`config.mk`:
```
export PLATFORM = sky130hd
export DESIGN_NAME = upcounter_rx_assembler
export DESIGN_NICKNAME = d
export VERILOG_FILES = /design/src/rtl/upcounter_rx_assembler.sv
export SDC_FILE = /design/constraint.sdc
export NUM_CORES = 1
export LEC_CHECK = 0
export CORE_MARGIN = 3
export CORE_UTILIZATION = 50
export CTS_BUF_LIST = sky130_fd_sc_hd__clkbuf_16
export DETAILED_ROUTE_END_ITERATION = 12
export HOLD_SLACK_MARGIN = 0.12
export PLACE_DENSITY_LB_ADDON = 0.1
export SLEW_MARGIN = 30
export SYNTH_ARGS = -nofsm -noshare
export SYNTH_HDL_FRONTEND = slang
export SYNTH_SLANG_ARGS = --single-unit
```
`constraint.sdc`:
```
create_clock -name clk -period 8.3 [get_ports clk]
set_clock_uncertainty 0.15 [all_clocks]
set_input_delay 1.245 -clock clk [delete_from_list [all_inputs] [get_ports clk]]
set_output_delay 1.245 -clock clk [all_outputs]
set_load 0.005 [all_outputs]
```
`src/rtl/upcounter_rx_assembler.sv`:
```
// Pairs LSB/MSB bytes from the SPI slave into a validated 14-bit count for the display logic.
// Define UPCOUNTER_RX_BCD_EN to build the sequential double-dabble BCD converter.
module upcounter_rx_assembler #(
  parameter int unsigned TIMEOUT_CYCLES = 100_000,
  parameter int unsigned MAX_COUNT      = 9999
) (
  input  logic        clk,
  input  logic        reset,
  input  logic        frame_sync_i,
  input  logic        rx_valid_i,
  input  logic [7:0]  rx_data_i,
  output logic [13:0] value_o,
  output logic        value_valid_o,
  output logic        err_format_o,
  output logic        err_range_o,
  output logic        err_timeout_o,
  output logic [15:0] bcd_o,
  output logic        bcd_valid_o
);

  localparam int unsigned TimerW = (TIMEOUT_CYCLES > 1) ? $clog2(TIMEOUT_CYCLES) : 1;
  localparam logic [TimerW-1:0] TimerLast = TimerW'(TIMEOUT_CYCLES - 1);
  localparam logic [TimerW-1:0] TimerMax  = '1;
  localparam logic [13:0]       MaxCount  = 14'(MAX_COUNT);

  typedef enum logic [0:0] {StWaitLsb, StWaitMsb} state_e;

  state_e            state_q, state_d;
  logic [7:0]        lsb_q, lsb_d;
  logic [TimerW-1:0] timer_q, timer_d;
  logic [13:0]       value_q, value_d;
  logic              value_valid_q, value_valid_d;
  logic              err_format_q, err_format_d;
  logic              err_range_q, err_range_d;
  logic              err_timeout_q, err_timeout_d;
  logic [13:0]       cand;

  // MSB carries count[13:8]; concatenation only, no carry between bytes.
  assign cand = {rx_data_i[5:0], lsb_q};

  always_ff @(posedge clk or posedge reset) begin
    if (reset) begin
      state_q       <= StWaitLsb;
      lsb_q         <= '0;
      timer_q       <= '0;
      value_q       <= '0;
      value_valid_q <= 1'b0;
      err_format_q  <= 1'b0;
      err_range_q   <= 1'b0;
      err_timeout_q <= 1'b0;
    end else begin
      state_q       <= state_d;
      lsb_q         <= lsb_d;
      timer_q       <= timer_d;
      value_q       <= value_d;
      value_valid_q <= value_valid_d;
      err_format_q  <= err_format_d;
      err_range_q   <= err_range_d;
      err_timeout_q <= err_timeout_d;
    end
  end

  always_comb begin
    state_d       = state_q;
    lsb_d         = lsb_q;
    timer_d       = timer_q;
    value_d       = value_q;
    value_valid_d = 1'b0;
    err_format_d  = 1'b0;
    err_range_d   = 1'b0;
    err_timeout_d = 1'b0;

    if (frame_sync_i) begin
      // Frame start drops any pending LSB silently; a byte in the same cycle opens the new pair.
      timer_d = '0;
      if (rx_valid_i) begin
        lsb_d   = rx_data_i;
        state_d = StWaitMsb;
      end else begin
        lsb_d   = '0;
        state_d = StWaitLsb;
      end
    end else begin
      unique case (state_q)
        StWaitLsb: begin
          if (rx_valid_i) begin
            lsb_d   = rx_data_i;
            timer_d = '0;
            state_d = StWaitMsb;
          end
        end
        StWaitMsb: begin
          if (rx_valid_i) begin
            state_d = StWaitLsb;
            if (rx_data_i[7:6] != 2'b00) begin
              err_format_d = 1'b1;
            end else if (cand > MaxCount) begin
              err_range_d = 1'b1;
            end else begin
              value_d       = cand;
              value_valid_d = 1'b1;
            end
          end else if (timer_q == TimerLast) begin
            err_timeout_d = 1'b1;
            state_d       = StWaitLsb;
          end else if (timer_q != TimerMax) begin
            timer_d = timer_q + 1'b1;
          end
        end
        default: state_d = StWaitLsb;
      endcase
    end
  end

  assign value_o       = value_q;
  assign value_valid_o = value_valid_q;
  assign err_format_o  = err_format_q;
  assign err_range_o   = err_range_q;
  assign err_timeout_o = err_timeout_q;

  pulse_onehot_a: assert property (@(posedge clk) disable iff (reset)
    $onehot0({value_valid_q, err_format_q, err_range_q, err_timeout_q}));

`ifdef UPCOUNTER_RX_BCD_EN
  logic        busy_q, busy_d;
  logic [3:0]  iter_q, iter_d;
  logic [13:0] shift_q, shift_d;
  logic [15:0] acc_q, acc_d;
  logic [15:0] bcd_q, bcd_d;
  logic        bcd_valid_q, bcd_valid_d;
  logic [15:0] acc_adj;
  logic [15:0] acc_shift;

  always_ff @(posedge clk or posedge reset) begin
    if (reset) begin
      busy_q      <= 1'b0;
      iter_q      <= '0;
      shift_q     <= '0;
      acc_q       <= '0;
      bcd_q       <= '0;
      bcd_valid_q <= 1'b0;
    end else begin
      busy_q      <= busy_d;
      iter_q      <= iter_d;
      shift_q     <= shift_d;
      acc_q       <= acc_d;
      bcd_q       <= bcd_d;
      bcd_valid_q <= bcd_valid_d;
    end
  end

  // One double-dabble step: add 3 to every digit >= 5, then shift in the next binary bit.
  always_comb begin
    acc_adj = acc_q;
    for (int i = 0; i < 4; i++) begin
      if (acc_q[4*i +: 4] >= 4'd5) begin
        acc_adj[4*i +: 4] = acc_q[4*i +: 4] + 4'd3;
      end
    end
    acc_shift = {acc_adj[14:0], shift_q[13]};
  end

  always_comb begin
    busy_d      = busy_q;
    iter_d      = iter_q;
    shift_d     = shift_q;
    acc_d       = acc_q;
    bcd_d       = bcd_q;
    bcd_valid_d = 1'b0;

    // A fresh value always restarts the conversion; bcd_q keeps the last finished result.
    if (value_valid_q) begin
      busy_d  = 1'b1;
      iter_d  = '0;
      shift_d = value_q;
      acc_d   = '0;
    end else if (busy_q) begin
      acc_d   = acc_shift;
      shift_d = {shift_q[12:0], 1'b0};
      iter_d  = iter_q + 4'd1;
      if (iter_q == 4'd13) begin
        busy_d      = 1'b0;
        bcd_d       = acc_shift;
        bcd_valid_d = 1'b1;
      end
    end
  end

  assign bcd_o       = bcd_q;
  assign bcd_valid_o = bcd_valid_q;
`else
  assign bcd_o       = 16'h0000;
  assign bcd_valid_o = 1'b0;
`endif

endmodule

```
; Word level (Yosys, flattened, before mapping)
; Cells that the tools add are included.
[totals]
ff_bits = 44
inputBits = 12
wordCells = 59
[classes]
addsub = 1
magnitude_cmp = 1
eq_ne = 7
n_mux = 33
bitwise_logic = 4
reduce_logical = 5
[op_table]
columns = operator, n
row1 = 17-bit 2-to-1 mux, 5
row2 = 17-bit one-hot mux with 2 select lines, 1
row3 = 8-bit 2-to-1 mux, 4
row4 = 1-bit 2-to-1 mux, 22
row5 = "17-bit by 1-bit adder with 17-bit output, second input constant", 1
row6 = "17-bit == test, second input constant", 1
row7 = "17-bit inequality test, second input constant", 1
row8 = "14-bit > comparator, second input constant", 1
row9 = "3-bit inequality test, second input constant", 3
row10 = 5-bit AND reduction, 1
row11 = 1-bit NOT, 4
row12 = 4-bit AND reduction, 1
row13 = 2-bit nonzero test, 2
row14 = "3-bit by 2-bit inequality test with 1-bit output, second input constant", 1
row15 = "2-bit inequality test, second input constant", 1
row16 = 1-bit one-hot mux with 2 select lines, 1
row17 = 2-bit AND reduction, 1

; Longest topological paths before layout
[depth]
word_depth = 6
depth_mapped = 10
mapped_depth_nobuf = 9

; Worst setup path after synthesis
; Ideal clock, no wire load.
[synth_path]
path_type = input -> register
from = input rx_valid_i
to = register timer_q[13]
setup_ns = 0.078
arrival_ns = 2.951
t_required_ns = 8.072
slack_ns = 5.121
stages = 6
path_buffers = 2
path_cell_list = buf_6 -> or3b_4 -> or4_1 -> buf_2 -> or4_1 -> a21oi_1
[synth_via]
elab_chain_cells = 2
[synth_rtl]
columns = element, line
row1 = start: declaration, 10  ; input logic rx_valid_i,
row2 = 3-bit inequality test (no source line), --
row3 = 4-bit AND reduction (no source line) *, --
row4 = end signal: assignment, 54  ; timer_q <= timer_d;
row5 = end: declaration, 30  ; logic [TimerW-1:0] timer_q, timer_d;
; Mark *: on every way between the ends. The rest lies on a longest branch, timed or not.
; A chain may end at the register's enable or synchronous reset.

; Worst setup path in the final report
[layout_path]
from = input rx_valid_i
to = register timer_q[15]
; Same word-level chain as after synthesis.

==> results list <==
- Via count of the routed design: roughly 1700
- After clock tree synthesis, the repair step resized 0 gates.
- Wire length of the first global-routing pass: between 7 and 8 mm
- The fraction of the mapped netlist area in compound gates was 0.162.
* Length of the first detailed-routing pass in iterations: 5
- Setup violations remaining at the end of the flow were counted as 0.
- Sum of negative setup slack: 0 ns
- Counting along the longest clock path gives a buffer depth of 2.
- PD cells: 208 nW/um2
* Fraction of post-synthesis cell area in the top cell type by area: 0.502
* Worst Tran Pin Value: 0.678 ns
- Per-instance average area after synthesis: 10.9 um2
- Kind of critical path: input port to flop
* Worst setup slack before clock tree synthesis: roughly 4.4 ns
* Cell types with the largest area share after synthesis: sky130_fd_sc_hd__dfrtp_1 50%, sky130_fd_sc_hd__mux2_2 6.7%, sky130_fd_sc_hd__buf_4 5.8%, sky130_fd_sc_hd__o31ai_1 3.4%, sky130_fd_sc_hd__or4_1 3.4%
- Using the TritonRoute via totals, the vias-per-cell ratio works out to approximately 6.
* Static Leak: about 1.1 nW
- In the final layout, the share of cells above drive strength 1 is 0.139.
* Number of ports placed on the die boundary: 47
* Placeable core area: a little over 4000 um2
* Post-route clock period utilization: 0.438
* Number of cells in the finished layout apart from fillers: 280
* Hold violation total from the final report: 0
- Share of synthesized area spent on multiplexers: 0.0668
- Number of cells in the design after placement: 272
* Commonest cells in the netlist: 44 x sky130_fd_sc_hd__dfrtp_1, 17 x sky130_fd_sc_hd__buf_4, 13 x sky130_fd_sc_hd__a21oi_1, 13 x sky130_fd_sc_hd__mux2_2
- Max H-tree Level: 2
- The number of antenna violations at the first check in global routing came to 0.
* Crit end category: flop
- Synthesis warning total: 0
* Adder and majority gate portion of the synthesized area: 0.0114
- Largest net degree at the start of global routing: 45
* Clock buffers created by TritonCTS: 5
- The die is ~72 um tall.
* Post-route design area: between 2000 and 3000 um2
* Root cell of the clock tree: sky130_fd_sc_hd__clkbuf_16
- Power comes to 0.544 mW.
* Final hold slack: 0.355 ns
- For this run the aggregate overflow at the end of global routing stands at 0.
* Rel. slew slack: 0.548
- 0 antenna diodes ended up in the layout.
- Walking the worst path, the cells encountered are clkdlybuf4s50_1 -> or3b_4 -> or4_1 -> or4_1 -> a21oi_1.
- Post-synth EDFFs: 0
- Placement row count: 23
* Setup WS post-layout: roughly 4.7 ns
* RSZ-0062 raised after global routing: no
- Global routing met3 resource utilization: 0.0332
- The slowest stage of the critical path is the sky130_fd_sc_hd__or4_1 cell.
* Top_reg_cell synth: sky130_fd_sc_hd__dfrtp_1
* Area growth from synthesis to layout: 19.5%
- Once detailed placement completed, the half-perimeter wirelength came to 3.30 mm.
* Largest stage delay, worst path: 0.62 ns
- For this run, the total global-route usage over all layers was measured as 0.189.
- CTS tree: done
- In this run the most used layer during global routing was met2.
- Post-CTS timing repair inserted 0 buffers for setup.
* Startpoint types: input port
* Outcome: finished, final reports clean
- Timing would allow up to 275 MHz.
* Async set-reset flop share out of synthesis: 1.00
- Highest net fanout along the worst path: 14
* Number of DRC markers after the initial detailed-route iteration: between 80 and 90
- Count of state elements after synthesis: 44
- Share of the synthesized netlist area taken by xor and xnor gates: 0
* Max Slew Vio Count: 0
- Path type of the worst min-delay path: flop to flop
- Worst-skew pair later-pin latency: ~0.28 ns
- Initial core utilization: 0.533
- Final Net Count: approximately 240
- The clock net in this run drives a total of 44 sinks.
* Most frequent cell on the critical path: sky130_fd_sc_hd__or4_1
- From left edge to right edge, the die measures between 70 and 80 um.
- For this run, design rule violations remaining after detail routing come to 0.
- Counting I/O delays and the setup requirement, the final critical path takes between 3 and 4 ns.
- Die Outline Area: 5220 um2
* Placed standard-cell area: ~2500 um2
- DRT antenna net count: 0
- Dividing the detail-routed wire length by the instance count gives 16.5 um.
* Library cells used by synthesis: 40
- Leading area contributor after synthesis: sky130_fd_sc_hd__dfrtp_1
- The tool flagged a number of max-cap violations equal to 0.
- In the global route stage, met1 resource usage came out at 0.265.
- Combinational family with the most area after synthesis: simple AND/OR/NAND/NOR gates
- The via count of the first global-routing pass was about 1600.
- Synth Cell Area: 2190 um2
- Clock-pin slew was measured on the worst setup and hold paths at 0.06 ns.
- In the post-synthesis netlist, the cell with the most instances is sky130_fd_sc_hd__dfrtp_1.
- Arrival time worst endpoint: roughly 3.7 ns
- Final RePlAce weighted congestion: ~0.8
- For this run, the register share of the synthesized area comes to 0.502.
- Port Buffers: 29
- Measured on the finished design, the core utilization comes to 0.637.
- In the synthesized netlist, the number of instances is between 200 and 250.
- Basic-gate share of the synthesized area counting and, or, nand and nor cells: 0.168
* Met2 usage in global routing: 0.290
- Post-Route WL: roughly 4.6 mm
* Required time of the critical path: between 8 and 9 ns
- Across the VDD grid, the largest voltage drop is between 0.0001 and 0.00015 V.
* Count of hold-fix buffers inserted at cts: 0
[worst max-delay path, delay by kind of cell]
family / cells / cell delay (ns)
compound gates: 1 / 0.17
simple gates: 3 / 1.68
buf+inv: 1 / 0.59
[layer usage]
| metal | vias to the layer above | part of all wire |
|---|---|---|
| li1 | 790 | - |
| met1 | 786 | 0.46 |
| met2 | 79 | 0.46 |
| met3 | 9 | 0.065 |
| met4 | 0 | 0.021 |
| met5 | - | 0 |
[final timing paths]
path,start,endpoint,slack [ns],cells past startpoint
max in group asynchronous,reset,timer_q[13]$_DFFE_PP0P_,6.37,3
min in group asynchronous,reset,value_o[4]$_DFFE_PP0P_,1.27,3
worst max-delay path,rx_valid_i,timer_q[15]$_DFFE_PP0P_,4.67,5
worst max register to register,timer_q[0]$_DFFE_PP0P_,timer_q[15]$_DFFE_PP0P_,4.79,9
worst min-delay path,lsb_q[3]$_DFFE_PP0P_,lsb_q[3]$_DFFE_PP0P_,0.35,1
worst min register to register,lsb_q[3]$_DFFE_PP0P_,lsb_q[3]$_DFFE_PP0P_,0.35,1
[state kept, by name (all words and copies together) (netlist names)]
signal         count
timer_q           17
err_format_o       1
value_valid_o      1
state_q            1
err_timeout_o      1
value_o           14
lsb_q              8
err_range_o        1
[report_power, final]
part	internal [mW]	switching (mW)
Sequential	0.234	0.0114
Combinational	0.0462	0.0308
Clock	0.141	0.0807
Total	0.421	0.123
[cell usage in the layout (no fill, tap or decap), types with 2 or more instances in the layout]
| master | Yosys | layout |
|---|---|---|
| sky130_fd_sc_hd__nor3_1 | 2 | 2 |
| sky130_fd_sc_hd__and4_1 | 2 | 2 |
| sky130_fd_sc_hd__nor2_1 | 5 | 5 |
| sky130_fd_sc_hd__conb_1 | 1 | 17 |
| sky130_fd_sc_hd__a21oi_1 | 13 | 12 |
| sky130_fd_sc_hd__nand2_1 | 9 | 9 |
| sky130_fd_sc_hd__a31o_2 | 5 | 5 |
| sky130_fd_sc_hd__or4_1 | 10 | 10 |
| sky130_fd_sc_hd__ha_1 | 2 | 2 |
| sky130_fd_sc_hd__nand4_1 | 3 | 3 |
| sky130_fd_sc_hd__or2_2 | 2 | 2 |
| sky130_fd_sc_hd__o211ai_1 | 3 | 3 |
| sky130_fd_sc_hd__o311ai_0 | 3 | 3 |
| sky130_fd_sc_hd__a21o_1 | 2 | 2 |
| sky130_fd_sc_hd__or3_1 | 3 | 3 |
| sky130_fd_sc_hd__nor4_1 | 3 | 3 |
| sky130_fd_sc_hd__buf_4 | 17 | 2 |
| sky130_fd_sc_hd__nand3_1 | 9 | 9 |
| sky130_fd_sc_hd__clkdlybuf4s50_1 | 0 | 29 |
| sky130_fd_sc_hd__mux2_2 | 13 | 13 |
| sky130_fd_sc_hd__a22o_1 | 8 | 8 |
| sky130_fd_sc_hd__inv_1 | 6 | 6 |
| sky130_fd_sc_hd__clkbuf_16 | 0 | 5 |
| sky130_fd_sc_hd__nor4b_1 | 3 | 3 |
| sky130_fd_sc_hd__nor4bb_1 | 2 | 2 |
| sky130_fd_sc_hd__o21ai_0 | 2 | 2 |
| sky130_fd_sc_hd__dfrtp_1 | 44 | 44 |
| sky130_fd_sc_hd__o31ai_1 | 10 | 10 |
[final cells by class]
cell class,count,area [um2]
fill,333,1500
sequential,44,1100
multi-input combinational,141,961
timing repair buffer,31,305
clock buffer,5,125
tap,50,62.6
clock inverter,3,42.5
inverter,6,22.5
[cells by family after synthesis]
group,count (synthesis)
other cells,1
compound gates,49
mux,13
simple gates,60
buf+inv,32
flops,44
fa+ha+maj,2
Note: power is estimated with default switching activity, not from simulation.
